===== config.mk =====
export PLATFORM = sky130hd
export DESIGN_NAME = naive_bus_arbiter_2to1
export DESIGN_NICKNAME = d
export VERILOG_FILES = /design/src/rtl/naive_bus_arbiter_2to1.sv
export SDC_FILE = /design/constraint.sdc
export NUM_CORES = 1
export LEC_CHECK = 0
export ABC_AREA = 1
export CAP_MARGIN = 20
export CORE_AREA = 4 4 161 163
export DETAILED_ROUTE_END_ITERATION = 8
export DIE_AREA = 0 0 165 167
export GPL_TIMING_DRIVEN = 0
export MAX_ROUTING_LAYER = met4
export SLEW_MARGIN = 25
export SYNTH_ARGS = -nofsm -noshare
export SYNTH_HDL_FRONTEND = slang
export SYNTH_SLANG_ARGS = --single-unit

===== constraint.sdc =====
create_clock -name clk -period 3.5 [get_ports clk]
set_input_delay 0.525 -clock clk [delete_from_list [all_inputs] [get_ports clk]]
set_output_delay 0.525 -clock clk [all_outputs]
set_load 0.02 [all_outputs]

===== src/rtl/naive_bus_arbiter_2to1.sv =====
// -----------------------------------------------------------------------------
// naive_bus_arbiter_2to1
//
// Lets two naive_bus masters share one naive_bus slave port. Master 0 is the
// core's instruction master and master 1 is its data master. Each cycle one
// master is selected, and that selection is held until the slave grants.
// Grants are routed back to the selected master only. Read data is returned to
// whichever master was granted a read in the previous cycle.
//
// Handshake (all ports): a master raises req together with its addr/data/be
// and holds all of them stable until it sees gnt. A transfer completes in the
// cycle where req and gnt are both high. gnt is combinational in that same
// cycle, and rd_data is valid exactly one cycle after rd_gnt.
//
// Arbitration policy is selected by the ARB_ROUND_ROBIN_EN macro:
//   defined     : round-robin. The pointer master wins contention in IDLE, and
//                 the pointer flips after each grant to the pointer master.
//   not defined : fixed priority. Master 1 (data) wins contention in IDLE.
// In both modes, MAX_WAIT (0 disables it) forces a long-waiting master to win
// the next IDLE arbitration.
//
// Parameters:
//   MAX_WAIT        cycles a losing master may wait before forced priority
//                   (0..255, 0 = never force)
// Ports:
//   clk, rst_n      clock, asynchronous active-low reset
//   m0_*_i / m0_*_o master 0 (instruction) slave-side naive_bus port
//   m1_*_i / m1_*_o master 1 (data) slave-side naive_bus port
//   s_*_o / s_*_i   shared downstream master-side naive_bus port
//   state_o         FSM state (0 IDLE, 1 HOLD0, 2 HOLD1)
//   rd_owner_o      read-return owner (0 NONE, 1 M0, 2 M1)
//   wait_cnt_o      anti-starvation wait counter
// -----------------------------------------------------------------------------
module naive_bus_arbiter_2to1 #(
    parameter int unsigned MAX_WAIT = 15
) (
    input  logic        clk,
    input  logic        rst_n,

    // master 0 (instruction side)
    input  logic        m0_rd_req_i,
    output logic        m0_rd_gnt_o,
    input  logic [31:0] m0_rd_addr_i,
    output logic [31:0] m0_rd_data_o,
    input  logic        m0_wr_req_i,
    output logic        m0_wr_gnt_o,
    input  logic [31:0] m0_wr_addr_i,
    input  logic [31:0] m0_wr_data_i,
    input  logic [3:0]  m0_wr_be_i,

    // master 1 (data side)
    input  logic        m1_rd_req_i,
    output logic        m1_rd_gnt_o,
    input  logic [31:0] m1_rd_addr_i,
    output logic [31:0] m1_rd_data_o,
    input  logic        m1_wr_req_i,
    output logic        m1_wr_gnt_o,
    input  logic [31:0] m1_wr_addr_i,
    input  logic [31:0] m1_wr_data_i,
    input  logic [3:0]  m1_wr_be_i,

    // shared downstream port
    output logic        s_rd_req_o,
    input  logic        s_rd_gnt_i,
    output logic [31:0] s_rd_addr_o,
    input  logic [31:0] s_rd_data_i,
    output logic        s_wr_req_o,
    input  logic        s_wr_gnt_i,
    output logic [31:0] s_wr_addr_o,
    output logic [31:0] s_wr_data_o,
    output logic [3:0]  s_wr_be_o,

    // debug visibility
    output logic [1:0]  state_o,
    output logic [1:0]  rd_owner_o,
    output logic [7:0]  wait_cnt_o
);

    typedef enum logic [1:0] {
        IDLE  = 2'd0,
        HOLD0 = 2'd1,
        HOLD1 = 2'd2
    } state_e;

    typedef enum logic [1:0] {
        OWN_NONE = 2'd0,
        OWN_M0   = 2'd1,
        OWN_M1   = 2'd2
    } owner_e;

    localparam logic [7:0] MAX_WAIT_L = 8'(MAX_WAIT);

    // registered state
    state_e     state_q,    state_d;
    owner_e     rd_owner_q, rd_owner_d;
    logic [7:0] wait_cnt_q, wait_cnt_d;
    logic       wait_id_q,  wait_id_d;   // master tracked by wait_cnt (1 = M1)
`ifdef ARB_ROUND_ROBIN_EN
    logic       rr_ptr_q,   rr_ptr_d;    // 1 = M1 preferred on contention
`endif

    // combinational helpers
    logic req0, req1;
    logic force_en;
    logic pref_m1;
    logic idle_win_m1;
    logic sel_m1;        // selected master, 1 = M1
    logic sel_active;    // selected master currently requests
    logic m0_rd_gnt, m0_wr_gnt, m1_rd_gnt, m1_wr_gnt;
    logic gnt0, gnt1, granted;
    logic eff_id, waiter_req, waiter_gnt;

    assign req0 = m0_rd_req_i | m0_wr_req_i;
    assign req1 = m1_rd_req_i | m1_wr_req_i;

    // Once the waiting master has been held off for MAX_WAIT cycles it takes
    // priority at the next IDLE arbitration. It never breaks a HOLD.
    assign force_en = (MAX_WAIT_L != 8'd0) && (wait_cnt_q >= MAX_WAIT_L);

`ifdef ARB_ROUND_ROBIN_EN
    assign pref_m1 = rr_ptr_q;
`else
    assign pref_m1 = 1'b1;
`endif

    // IDLE winner. A lone requester always wins. With contention, the forced
    // waiter wins, otherwise the policy preference decides.
    assign idle_win_m1 = req1 & (~req0 | (force_en ? wait_id_q : pref_m1));

    // -------------------------------------------------------------------------
    // Selection
    // -------------------------------------------------------------------------
    always_comb begin
        sel_m1 = 1'b0;
        case (state_q)
            IDLE:    sel_m1 = idle_win_m1;
            HOLD0:   sel_m1 = 1'b0;
            HOLD1:   sel_m1 = 1'b1;
            default: sel_m1 = 1'b0;
        endcase
    end

    assign sel_active = sel_m1 ? req1 : req0;

    // -------------------------------------------------------------------------
    // Request forwarding: the selected master drives the slave port, and all
    // fields are zero whenever the selected master is not requesting.
    // -------------------------------------------------------------------------
    always_comb begin
        s_rd_req_o  = 1'b0;
        s_rd_addr_o = 32'h0;
        s_wr_req_o  = 1'b0;
        s_wr_addr_o = 32'h0;
        s_wr_data_o = 32'h0;
        s_wr_be_o   = 4'h0;
        if (sel_active) begin
            if (sel_m1) begin
                s_rd_req_o  = m1_rd_req_i;
                s_rd_addr_o = m1_rd_addr_i;
                s_wr_req_o  = m1_wr_req_i;
                s_wr_addr_o = m1_wr_addr_i;
                s_wr_data_o = m1_wr_data_i;
                s_wr_be_o   = m1_wr_be_i;
            end else begin
                s_rd_req_o  = m0_rd_req_i;
                s_rd_addr_o = m0_rd_addr_i;
                s_wr_req_o  = m0_wr_req_i;
                s_wr_addr_o = m0_wr_addr_i;
                s_wr_data_o = m0_wr_data_i;
                s_wr_be_o   = m0_wr_be_i;
            end
        end
    end

    // -------------------------------------------------------------------------
    // Grant routing. Each grant is also qualified by the master's own req, so a
    // stray slave grant can never reach a master that did not ask for it.
    // -------------------------------------------------------------------------
    assign m0_rd_gnt = ~sel_m1 & m0_rd_req_i & s_rd_gnt_i;
    assign m0_wr_gnt = ~sel_m1 & m0_wr_req_i & s_wr_gnt_i;
    assign m1_rd_gnt =  sel_m1 & m1_rd_req_i & s_rd_gnt_i;
    assign m1_wr_gnt =  sel_m1 & m1_wr_req_i & s_wr_gnt_i;

    assign gnt0    = m0_rd_gnt | m0_wr_gnt;
    assign gnt1    = m1_rd_gnt | m1_wr_gnt;
    assign granted = gnt0 | gnt1;

    assign m0_rd_gnt_o = m0_rd_gnt;
    assign m0_wr_gnt_o = m0_wr_gnt;
    assign m1_rd_gnt_o = m1_rd_gnt;
    assign m1_wr_gnt_o = m1_wr_gnt;

    // -------------------------------------------------------------------------
    // Read return. The slave data passes straight through to the owner of last
    // cycle's read grant, with no extra register on the data path.
    // -------------------------------------------------------------------------
    assign m0_rd_data_o = (rd_owner_q == OWN_M0) ? s_rd_data_i : 32'h0;
    assign m1_rd_data_o = (rd_owner_q == OWN_M1) ? s_rd_data_i : 32'h0;

    // -------------------------------------------------------------------------
    // Next-state logic
    // -------------------------------------------------------------------------
    always_comb begin
        state_d = state_q;
        case (state_q)
            IDLE: begin
                if ((req0 | req1) && !granted) begin
                    state_d = sel_m1 ? HOLD1 : HOLD0;
                end
            end
            // A dropped req while holding is a protocol violation. It is
            // tolerated by releasing the hold without issuing a grant.
            HOLD0: begin
                if (granted || !req0) begin
                    state_d = IDLE;
                end
            end
            HOLD1: begin
                if (granted || !req1) begin
                    state_d = IDLE;
                end
            end
            default: state_d = IDLE;
        endcase
    end

    always_comb begin
        rd_owner_d = OWN_NONE;
        if (m0_rd_gnt) begin
            rd_owner_d = OWN_M0;
        end else if (m1_rd_gnt) begin
            rd_owner_d = OWN_M1;
        end
    end

    // Wait counter. While the count is zero, it follows whichever master lost
    // this cycle. Once the count is running, it keeps tracking that same
    // master until that master is granted or drops its req. That way the
    // forced grant clears the count instead of starting a new count for the
    // master that lost the forced cycle.
    always_comb begin
        eff_id     = (wait_cnt_q == 8'd0) ? ~sel_m1 : wait_id_q;
        waiter_req = eff_id ? req1 : req0;
        waiter_gnt = eff_id ? gnt1 : gnt0;
        wait_id_d  = eff_id;
        wait_cnt_d = wait_cnt_q;
        if (!waiter_req || waiter_gnt) begin
            wait_cnt_d = 8'd0;
        end else if (eff_id != sel_m1) begin
            if (wait_cnt_q != 8'hFF) begin
                wait_cnt_d = wait_cnt_q + 8'd1;
            end
        end
    end

`ifdef ARB_ROUND_ROBIN_EN
    always_comb begin
        rr_ptr_d = rr_ptr_q;
        if (granted && (sel_m1 == rr_ptr_q)) begin
            rr_ptr_d = ~rr_ptr_q;
        end
    end
`endif

    // -------------------------------------------------------------------------
    // State registers
    // -------------------------------------------------------------------------
    always_ff @(posedge clk or negedge rst_n) begin
        if (!rst_n) begin
            state_q    <= IDLE;
            rd_owner_q <= OWN_NONE;
            wait_cnt_q <= 8'd0;
            wait_id_q  <= 1'b0;
`ifdef ARB_ROUND_ROBIN_EN
            rr_ptr_q   <= 1'b1;
`endif
        end else begin
            state_q    <= state_d;
            rd_owner_q <= rd_owner_d;
            wait_cnt_q <= wait_cnt_d;
            wait_id_q  <= wait_id_d;
`ifdef ARB_ROUND_ROBIN_EN
            rr_ptr_q   <= rr_ptr_d;
`endif
        end
    end

    assign state_o    = state_q;
    assign rd_owner_o = rd_owner_q;
    assign wait_cnt_o = wait_cnt_q;

endmodule


==> impl_metrics.csv <==
group,metric,value,unit
die,ios,422,
sta,maxSlewHeadroom,56.0,%
global_routing,track_usage,13.9,%
sta,setup_ws,0.173,ns
sta,rsz0062_at_grt,"yes",
synth,ys_seq_area_share,9.07,%
routing,drcViolationCount,0,
clock_network,clk_path_buf_depth,2,
pwr,ir_drop,0.000162,V
synth,synthTopCellsByCount,"inv_1, nand2_1, nor2_1",
cells_and_area,fillers,2612,
sta,fmax,301,MHz
routing,num_vias,4939,
worst_setup_path,cp-end-kind,"primary output",
worst_setup_path,reg2reg_slack,1.36,ns
synth,synth_nets,797,
pwr,p_leak,0.00493,uW
cells_and_area,fin_util,34.2,%
sta,hold_violations,0,
clock_network,clk_pin_slew_worst_paths,0.04,ns
die,die_x,165,um
routing,wl,20400,um
die,start_util,14.7,%
sta,finalCritPeriodShare,95.1,%
worst_setup_path,worstSetupPathType,"in -> out",
min_path,hold_path_class,"reg -> reg",
synth,avgSynthCellArea,6.46,um2
cells_and_area,area_delta_synth_final,132,%
worst_setup_path,r2r_end,"wait_cnt_o[7]",
die,row_count,57,
cells_and_area,drive_above_1_share,15.3,%
global_routing,overflow,0,
sta,holdWs,0.558,ns
synth,netlist_instances,555,
clock_network,cts_buffers,3,
placement,placed_cells,1300,
cells_and_area,diodes,0,
synth,synth_top_area_share,24.7,%
global_routing,grt_max_degree,14,
placement,dp_hpwl,18100,um
job,drv_cap,0,
clock_network,cts_tree,"done",
routing,drt-pass1-iter-count,5,
sta,period_needed,3.33,ns
cells_and_area,finalNonFillerCells,1306,
global_routing,antenna_found_initial,0,
worst_setup_path,worstPathArrival,2.80,ns
sta,fin_worst_skew,0.00279,ns
placement,numPortBuffers,421,
worst_setup_path,path_max_fanout,10,
clock_network,cts_root_buf,"clkbuf_16",
pwr,p_per_area,389,nW/um2
sta,tns,0,ns
routing,routed_via_density,3.78,
synth,ys.flop_type,"dfrtp_1",
worst_setup_path,critPathRequiredTime,2.97,ns
synth,yosysMostFrequentCell,"inv_1",
synth,ys_top_cells_by_area,"mux2_4, inv_1, nand2_1",
min_path,min_to,"state_o[1]",
placement,dp_slack,-0.181,ns
clock_network,cts_sinks,13,
die,core_area,24300,um2
sta,maxSlewViolCount,0,
status,status,"finished, final reports clean",
worst_setup_path,r2r_cells,14,
routing,drt_iter0_drc,164,
synth,synth_cell_types,29,
worst_setup_path,critPathLaunchType,"primary input",
global_routing,grt_pass1_wl,29000,um
synth,synth_edf_count,0,
synth,synth_area,3590,um2
placement,gp_congestion,0.876,
sta,worst_pin_slew,0.658,ns
routing,postRouteAntennaNets,0,
global_routing,first_global_vias,5169,
synth,ys_ff_latch,13,
cells_and_area,nets,1225,
routing,avgRoutedWirePerCell,15.6,um
synth,yosysWarnings,0,
sta,setup_violations,0,
synth,synthArstFlopShare,100,%
min_path,worstHoldStart,"state_o[1]",
clock_network,cts.htree.levels,1,
clock_network,clk_latency,0.24,ns
die,die-area,27600,um2
worst_setup_path,r2r-start,"wait_cnt_o[0]",
min_path,hold_depth,2,
die,fp.dieH,167,um
synth,synth_top_area_cell,"mux2_4",
[cell type report]
| cell class | count | area, um2 | share of cell area, % |
|---|---|---|---|
| well taps | 324 | 405 | 4.87 |
| flip-flops and latches | 13 | 325 | 3.91 |
| clock buffers | 4 | 78.8 | 0.947 |
| plain buffers | 30 | 267 | 3.20 |
| multi-input cells | 357 | 2420 | 29.1 |
| repair buffers | 423 | 4240 | 50.9 |
| inverters | 155 | 582 | 6.99 |
[cell usage in the layout, fill, tap and decap left out, types with 2 or more instances in the layout]
master	count
clkdlybuf4s50_1	321
inv_1	153
nand2_1	132
nor2_1	86
mux2_4	59
dlymetal6s2s_1	43
mux2_2	41
dlygate4sd2_1	38
buf_6	16
dfrtp_1	13
nand3_1	10
clkbuf_2	10
clkdlybuf4s15_1	9
clkbuf_1	8
buf_2	5
nand2_2	4
nand4_1	4
nand2_4	3
clkbuf_16	3
o211ai_1	2
nor3_1	2
inv_2	2
a21oi_1	2
o21ai_1	2
ha_1	2
buf_4	2
[critical path, cell delays in order]
cell	delay [ns]
clkdlybuf4s50_1	0.52
nor2_1	0.09
nor2_1	0.17
nand2_4	0.12
nand2_4	0.15
buf_8	0.20
buf_6	0.21
mux2_4	0.31
nand2_1	0.10
inv_1	0.04
dlygate4sd2_1	0.34
[flip-flops by register name, summed over array words and instances (netlist names)]
register	cells
wait_cnt_o	8
rd_owner_o	2
state_o	2
wait_id_q	1
[cell families after synthesis]
logic type	after synthesis	share of synthesized area (%)
XOR/XNOR	1	0.244
AND/OR/NAND/NOR	246	27.8
buffers and inverters	185	23.3
AO/OA/AOI/OAI	8	1.29
multiplexers	100	37.6
flip-flops	13	9.07
adder cells (fa/ha/maj)	2	0.698
[stage by stage]
stage | power, uW | area, um2
detailed placement | 3200 | 8210
finish | 3240 | 8320
global placement | 3190 | 8210
floorplan | 1840 | 3590
global route | 3490 | 8320
CTS | 3320 | 8230
[power breakdown]
part           total, uW  internal [uW]  switching [uW]
Sequential           208            180            27.4
Clock                217            154            62.9
Combinational       2820           1340            1480
Total               3240           1670            1570
[per-layer routing]
layer / vias up / track usage, % / wire length, um
li1: 2473 / - / -
met5: - / - / 0
met1: 2163 / 15.1 / 7670
met4: 0 / 2.39 / 298
met2: 289 / 26.3 / 10500
met3: 14 / 2.50 / 1870
[worst max-delay path by stage]
| stage | start | to | cells after the start |
|---|---|---|---|
| 2_1_floorplan | wait_cnt_o[0] | s_rd_addr_o[0] | 11 |
| 3_3_place_gp | m1_rd_req_i | s_wr_addr_o[30] | 12 |
| 3_5_place_dp | m1_wr_req_i | s_wr_addr_o[29] | 12 |
| 4_1_cts | m1_rd_req_i | s_rd_addr_o[15] | 11 |
| 5_1_grt | m0_rd_req_i | s_rd_addr_o[6] | 14 |
| 6_report | m1_wr_req_i | s_wr_addr_o[24] | 11 |
[what timing repair did]
| item | in CTS | in global routing |
|---|---|---|
| hold buffers | 0 | 0 |
| setup buffers | 0 | 2 |
| gates resized for setup | 60 | 72 |
| endpoints found under the setup margin | 100 | 45 |
Note: power is estimated with default switching activity, not from simulation.
